## config.mk

```make
export PLATFORM = sky130hd
export DESIGN_NAME = prv_trap_sequencer
export DESIGN_NICKNAME = d
export VERILOG_FILES = /design/src/rtl/prv_trap_sequencer.sv
export SDC_FILE = /design/constraint.sdc
export NUM_CORES = 1
export LEC_CHECK = 0
export ABC_CLOCK_PERIOD_IN_PS = 3600
export CAP_MARGIN = 25
export CELL_PAD_IN_SITES_DETAIL_PLACEMENT = 0
export CELL_PAD_IN_SITES_GLOBAL_PLACEMENT = 1
export CORE_AREA = 2 2 122 124
export CTS_BUF_LIST = sky130_fd_sc_hd__clkbuf_4 sky130_fd_sc_hd__clkbuf_8 sky130_fd_sc_hd__clkbuf_16
export DETAILED_ROUTE_END_ITERATION = 10
export DIE_AREA = 0 0 124 126
export GPL_TIMING_DRIVEN = 1
export PLACE_DENSITY = 0.84
export SYNTH_ARGS = -nofsm -noshare
export SYNTH_HDL_FRONTEND = slang
export SYNTH_SLANG_ARGS = --single-unit
```

## constraint.sdc

```tcl
create_clock -name CLK -period 3.6 [get_ports CLK]
set_clock_uncertainty 0.05 [all_clocks]
set_input_delay 0.36 -clock CLK [delete_from_list [all_inputs] [get_ports CLK]]
set_output_delay 0.36 -clock CLK [all_outputs]
set_load 0.02 [all_outputs]
```

## src/rtl/prv_trap_sequencer.sv

```systemverilog
// Machine-mode trap/MRET sequencer: prioritises trap requests, waits for the
// pipeline to drain, commits mepc/mcause/mstatus and redirects fetch.
module prv_trap_sequencer #(
  parameter logic [31:0] RESET_VECTOR = 32'h0000_0200,
  parameter bit          VECTORED_EN  = 1'b1
) (
  input  logic        CLK,
  input  logic        RST,
  input  logic        fault_insn,
  input  logic        mal_insn,
  input  logic        illegal_insn,
  input  logic        breakpoint,
  input  logic        env_m,
  input  logic        mal_s,
  input  logic        mal_l,
  input  logic        fault_s,
  input  logic        fault_l,
  input  logic        ret,
  input  logic        timer_int,
  input  logic        soft_int,
  input  logic        ext_int,
  input  logic [2:0]  mie_bits,
  input  logic        mstatus_mie,
  input  logic [31:0] curr_epc,
  input  logic [31:0] mtvec,
  input  logic [31:0] mepc,
  input  logic        pipe_clear,
  output logic        intr,
  output logic        insert_pc,
  output logic [31:0] npc,
  output logic        mepc_we,
  output logic [31:0] mepc_wdata,
  output logic        mcause_we,
  output logic [31:0] mcause_wdata,
  output logic        mstatus_trap,
  output logic        mstatus_ret,
  output logic        busy
);

  localparam int unsigned XLEN   = 32;
  localparam int unsigned CODE_W = 4;

  typedef enum logic [2:0] {IDLE, DRAIN, COMMIT, REDIRECT, RET} state_t;

  state_t              state_q, state_d;
  logic [CODE_W-1:0]   cause_q, cause_d;
  logic                int_q, int_d;
  logic [XLEN-1:0]     epc_q, epc_d;
  logic [XLEN-1:0]     npc_d;
  logic                intr_d, insert_pc_d, mepc_we_d, mcause_we_d;
  logic                mstatus_trap_d, mstatus_ret_d;

  logic                exc_any, int_any;
  logic [CODE_W-1:0]   exc_code, int_code;
  logic [2:0]          pend;
  logic [XLEN-1:0]     base, target;

  // Fixed-priority encoders for synchronous exceptions and enabled interrupts
  always_comb begin
    exc_any = fault_insn | mal_insn | illegal_insn | breakpoint | env_m |
              mal_s | mal_l | fault_s | fault_l;
    if      (fault_insn)   exc_code = 4'd1;
    else if (mal_insn)     exc_code = 4'd0;
    else if (illegal_insn) exc_code = 4'd2;
    else if (breakpoint)   exc_code = 4'd3;
    else if (env_m)        exc_code = 4'd11;
    else if (mal_s)        exc_code = 4'd6;
    else if (mal_l)        exc_code = 4'd4;
    else if (fault_s)      exc_code = 4'd7;
    else if (fault_l)      exc_code = 4'd5;
    else                   exc_code = 4'd0;

    pend    = {ext_int & mie_bits[2], soft_int & mie_bits[1], timer_int & mie_bits[0]}
              & {3{mstatus_mie}};
    int_any = |pend;
    if      (pend[2]) int_code = 4'd11;
    else if (pend[1]) int_code = 4'd3;
    else              int_code = 4'd7;
  end

  // Trap target; vectored mode only offsets interrupts
  always_comb begin
    base = {mtvec[XLEN-1:2], 2'b00};
    if (VECTORED_EN && int_q && (mtvec[1:0] == 2'b01))
      target = base + XLEN'({cause_q, 2'b00});
    else
      target = base;
  end

  always_comb begin
    state_d        = state_q;
    cause_d        = cause_q;
    int_d          = int_q;
    epc_d          = epc_q;
    npc_d          = npc;
    intr_d         = 1'b0;
    insert_pc_d    = 1'b0;
    mepc_we_d      = 1'b0;
    mcause_we_d    = 1'b0;
    mstatus_trap_d = 1'b0;
    mstatus_ret_d  = 1'b0;
    unique case (state_q)
      IDLE: begin
        if (exc_any || int_any) begin
          state_d = DRAIN;
          cause_d = exc_any ? exc_code : int_code;
          int_d   = !exc_any;
          epc_d   = curr_epc;
          intr_d  = !exc_any;
        end else if (ret) begin
          state_d       = RET;
          insert_pc_d   = 1'b1;
          npc_d         = mepc;
          mstatus_ret_d = 1'b1;
        end
      end
      DRAIN: begin
        if (pipe_clear) begin
          state_d        = COMMIT;
          mepc_we_d      = 1'b1;
          mcause_we_d    = 1'b1;
          mstatus_trap_d = 1'b1;
        end else begin
          intr_d = int_q;
        end
      end
      COMMIT: begin
        state_d     = REDIRECT;
        insert_pc_d = 1'b1;
        npc_d       = target;
      end
      REDIRECT: state_d = IDLE;
      RET:      state_d = IDLE;
      default:  state_d = IDLE;
    endcase
  end

  // Outputs are registered alongside the state they belong to
  always_ff @(posedge CLK) begin
    if (RST) begin
      state_q      <= IDLE;
      cause_q      <= '0;
      int_q        <= 1'b0;
      epc_q        <= '0;
      intr         <= 1'b0;
      insert_pc    <= 1'b0;
      npc          <= RESET_VECTOR;
      mepc_we      <= 1'b0;
      mepc_wdata   <= '0;
      mcause_we    <= 1'b0;
      mcause_wdata <= '0;
      mstatus_trap <= 1'b0;
      mstatus_ret  <= 1'b0;
      busy         <= 1'b0;
    end else begin
      state_q      <= state_d;
      cause_q      <= cause_d;
      int_q        <= int_d;
      epc_q        <= epc_d;
      intr         <= intr_d;
      insert_pc    <= insert_pc_d;
      npc          <= npc_d;
      mepc_we      <= mepc_we_d;
      mepc_wdata   <= {epc_d[XLEN-1:2], 2'b00};
      mcause_we    <= mcause_we_d;
      mcause_wdata <= {int_d, 27'b0, cause_d};
      mstatus_trap <= mstatus_trap_d;
      mstatus_ret  <= mstatus_ret_d;
      busy         <= (state_d != IDLE);
    end
  end

endmodule

```

## After elaboration in Yosys (flattened, before gate mapping)

Index checks and enable logic that the tools add are counted.
W data, S select, Z words.

| storage, ports and cells | value |
|---|---|
| output and inout bits | 103 |
| memory bits (writable) | 0 |
| bits of input ports | 116 |
| memories | 0 |
| bits in latches | 0 |
| flip-flop bits (word level) | 111 |
| bits in read-only memories | 0 |

| cells by class | value |
|---|---|
| shifts and indexed selects | 0 |
| eq/ne operators | 5 |
| reduce and logical (&&, ||, !) cells | 11 |
| magnitude comparators | 0 |
| multipliers | 0 |
| muxes and demuxes | 33 |
| bitwise operators | 14 |
| div/mod/pow operators | 0 |
| add/sub/neg operators | 1 |

Operator list:

| cell | number |
|---|---|
| $mux W32 | 5 |
| $pmux W32 S2 | 1 |
| $mux W4 | 9 |
| $add A32 B6 Y32 | 1 |
| $mux W3 | 8 |
| $pmux W3 S3 | 1 |
| $or A1 B1 Y1 | 8 |
| $mux W1 | 7 |
| $ne A2 B2 Y1 const B | 2 |
| $pmux W1 S2 | 2 |
| $reduce_or A2 Y1 | 2 |
| $and A1 B1 Y1 | 3 |
| $and A3 B3 Y3 | 1 |
| $eq A3 B1 Y1 const B | 1 |
| $eq A3 B2 Y1 const B | 1 |
| $logic_not A3 Y1 | 1 |
| $reduce_and A3 Y1 | 1 |
| $reduce_bool A3 Y1 | 1 |
| $reduce_or A3 Y1 | 1 |
| $eq A2 B1 Y1 const B | 1 |
| $not A1 Y1 | 2 |
| $reduce_and A2 Y1 | 1 |
| $reduce_bool A2 Y1 | 1 |
| $logic_and A1 B1 Y1 | 1 |
| 2 further kinds | 2 |

## Longest topological paths before layout

| logic depth | value |
|---|---|
| depth after elaboration | 12 |
| mapped depth | 10 |
| depth with buffers taken out | 8 |

## Least setup slack after synthesis

OpenSTA, ideal clock, no wires.

| path | value |
|---|---|
| kind | reg2reg |
| from | register, netlist name mcause_wdata[0] |
| to | register npc[22] |
| arrival time | 2.267 ns |
| buffers on the path | 2 |
| period minus slack after synthesis | 2.451 ns |
| slack | 1.149 ns |
| data required time | 3.416 ns |
| stages on the path, launching flop included | 11 |
| cell sequence | dfxtp_1 > ha_1 > inv_1 > fa_1 > nand2b_1 > a21o_1 > clkbuf_1 > buf_2 > nor3_1 > mux2i_1 > a31oi_1 |

RTL lines:

| what | line | text |
|---|---|---|
| end signal, assigned | 162 | `npc <= npc_d;` |
| end, declared | 30 | `output logic [31:0] npc,` |

## Worst setup path in the final report

| path | value |
|---|---|
| from | input port mtvec[2] |
| to | register npc[26] |

| on the way | value |
|---|---|
| cells in the longest elaborated chain, start to end | 3 |

RTL lines:

| what | line | text |
|---|---|---|
| start, declared | 25 | `input logic [31:0] mtvec,` |
| $add A32 B6 Y32 | 85 | `target = base + XLEN'({cause_q, 2'b00});` |
| $mux W32 | 84 | `if (VECTORED_EN && int_q && (mtvec[1:0] == 2'b01))` |
| $pmux W32 S2 | 102 | `unique case (state_q)` |

Every way passes these cells.
A chain may end at the register's enable or synchronous reset.

==> impl_metrics.py <==
metrics = {
    "synth": {
        "avgSynthCellArea_sq_um": 7.86,
        "synthCells": 539,
        "ys_ff_latch": 75,
        "syn-cell-area_sq_um": 4240,
        "yosysWarnings": 0,
        "async_reset_ff_frac": 0,
        "synth_area_leaders": "dfxtp_1 (35%), nand2_1 (8.3%), a21oi_1 (5.9%)",
        "synth.distinct_cells": 65,
        "synth_edf_count": 0,
        "yosysMostFrequentCell": "nand2_1",
        "synth_area_leader_cell": "dfxtp_1",
        "synthTopCellsByCount": "nand2_1 (94), dfxtp_1 (75), a21oi_1 (50)",
        "synth_top_flop_cell": "dfxtp_1",
        "ys_seq_area_frac": 0.355,
        "yosysTopAreaCellShare": 0.355,
    },
    "timing": {
        "final.setup.tns_ns": 0,
        "slew-limit-headroom": 0.518,
        "setup_violations": 0,
        "finalHoldViolations": 0,
        "max_slew.worst_pin.slew_ns": 0.724,
        "rsz0062_at_grt": "no",
        "drv_slew": 0,
        "fmax_ghz": 0.366,
        "timing.final.crit_period_ns": 2.73,
        "finalCritPeriodShare": 0.758,
    },
    "setup_path": {
        "cp-start-kind": "primary input",
        "cpMaxStageDelayCell": "clkdlybuf4s50_1",
        "path_class": "in2reg",
        "slowest_delay_ns": 0.51,
        "cp.required_ns": 3.76,
        "endpoint_kind": "flop",
        "critPathMaxFanout": 18,
        "worstPathCellList": "clkdlybuf4s50_1 > ha_1 > inv_1 > fa_1 > nand2b_1 > a21o_1 > nor4b_1 > mux2i_1 > a211oi_1",
        "worst_ep_arrival_time_ns": 2.89,
    },
    "pwr": {
        "p_per_area_nw_per_um2": 388,
        "ir_drop_mv": 0.226,
        "static-leakage-power_nw": 2.27,
    },
    "job": {
        "cap_violations": 0,
    },
    "drt": {
        "drt_iter0_drc": 212,
        "drc_errors": 0,
        "first_pass_iters": 4,
        "wire_per_inst_um": 16.1,
        "ant_nets": 0,
        "totalWireLength_um": 14400,
        "num_vias": 4448,
        "vias_per_cell": 4.98,
    },
    "clock_network": {
        "cts_tree": "built",
        "cts_resized": 0,
        "cts_root_buf": "clkbuf_16",
        "clk_latency_ns": 0.33,
        "cts_inserted_buffers": 9,
        "clock_sinks": 75,
        "h-tree-depth": 3,
        "clockBufferDepth": 2,
        "cts_setup_buffers": 0,
        "path_clk_slew_ns": 0.06,
        "hold_buffers": 0,
    },
    "worst_hold_path": {
        "min_path_type": "reg2reg",
    },
    "cells_and_area": {
        "drive_above_1_share": 0.0635,
        "fin_nets": 825,
        "area_growth_pct": 51.6,
        "final_cells": 893,
        "num_antenna_cells": 0,
    },
    "global_routing": {
        "grt_pass1_vias": 4418,
        "grt.overflow.total": 0,
        "grt_pass1_wl_um": 22000,
        "grt_start_max_net_pins": 48,
        "grt_usage": 0.180,
        "grt_antenna_before_repair": 0,
    },
    "run_status": {
        "status": "finished, final reports clean",
    },
    "die": {
        "die_h_um": 126,
        "chipWidth_um": 124,
        "core_sq_um": 14300,
        "initial_core_util": 0.296,
        "num_rows": 44,
        "io-pin-count": 219,
        "die_area_sq_um": 15600,
    },
    "placement": {
        "place_inst": 876,
        "io_buffers": 187,
        "gp_congestion": 0.765,
        "post-dp-hpwl_um": 10600,
    },
}
[through the flow]
step	setup WS (ns)	instance area [sq um]	hold slack (ns)	total power [mW]	utilization
3_5_place_dp	0.488	6100	0.397	1.60	0.426
5_1_grt	0.591	6420	0.417	2.61	0.449
4_1_cts	0.827	6390	0.405	2.52	0.447
6_report	0.870	6420	0.403	2.49	0.449
2_1_floorplan	1.15	4340	0.436	1.29	-
3_3_place_gp	0.552	6080	0.391	1.58	0.425
[final cells by class]
class	count	area, sq um
clock inverters	6	66.3
clock buffers	10	233
fillers	1430	7890
well taps	184	230
repair buffers	194	1950
multi-input cells	414	2410
inverters	10	37.5
flip-flops and latches	75	1500
[logic make-up after synthesis]
kind of cell,count (synthesis),share of synthesized area
adders and majority gates,5,0.0165
buffers and inverters,78,0.103
and+or+nand+nor,237,0.291
muxes,12,0.0287
DFF,75,0.355
xor gates and xnor gates,7,0.0145
AOI/OAI and AO/OA,124,0.191
other,1,0.000885
[registers in the layout, indices dropped and copies added, names as in the netlist, 3 cells and up]
signal and count:
mcause_wdata 5, state_q 3, npc 32, epc_q 30
[worst paths after layout]
kind | startpoint | end | slack (ns) | depth (start not counted)
max | mtvec[2] | npc[26] | 0.87 | 9
min | epc_q[5] | epc_q[5] | 0.40 | 2
max reg2reg | mcause_wdata[0] | npc[26] | 1.00 | 8
min reg2reg | epc_q[5] | epc_q[5] | 0.40 | 2
[per-layer routing]
metal  up-vias  GRT usage  wire length, um
li1       2209          -                -
met1      2098      0.224             6270
met2       133      0.313             7150
met3         8     0.0362              840
met4         0     0.0469              104
met5         -          0                0
[cells in the final DEF (no fill, tap or decap), types with 9 or more instances in the layout]
cell / instances
clkdlybuf4s50_1: 186
conb_1: 29
mux2i_1: 11
a211oi_1: 14
nand3_1: 28
a21oi_1: 50
inv_1: 9
nor4_1: 20
nor2_1: 32
nand2_1: 94
a31oi_1: 12
nor3_1: 18
dfxtp_1: 75
o21ai_0: 10
clkbuf_16: 9
[critical path, delay by kind of cell]
| kind | cells | cell delay [ns] |
|---|---|---|
| AOI/OAI and AO/OA | 2 | 0.46 |
| muxes | 1 | 0.25 |
| adders and majority gates | 2 | 0.59 |
| buffers and inverters | 2 | 0.57 |
| and+or+nand+nor | 2 | 0.64 |
[report_power, final]
group	internal [mW]	total (mW)	leakage, nW	switching [mW]
Clock	0.546	0.908	0.150	0.362
Combinational	0.305	0.649	1.50	0.343
Sequential	0.894	0.935	0.614	0.0407
Power figures use the tool's default switching activity.
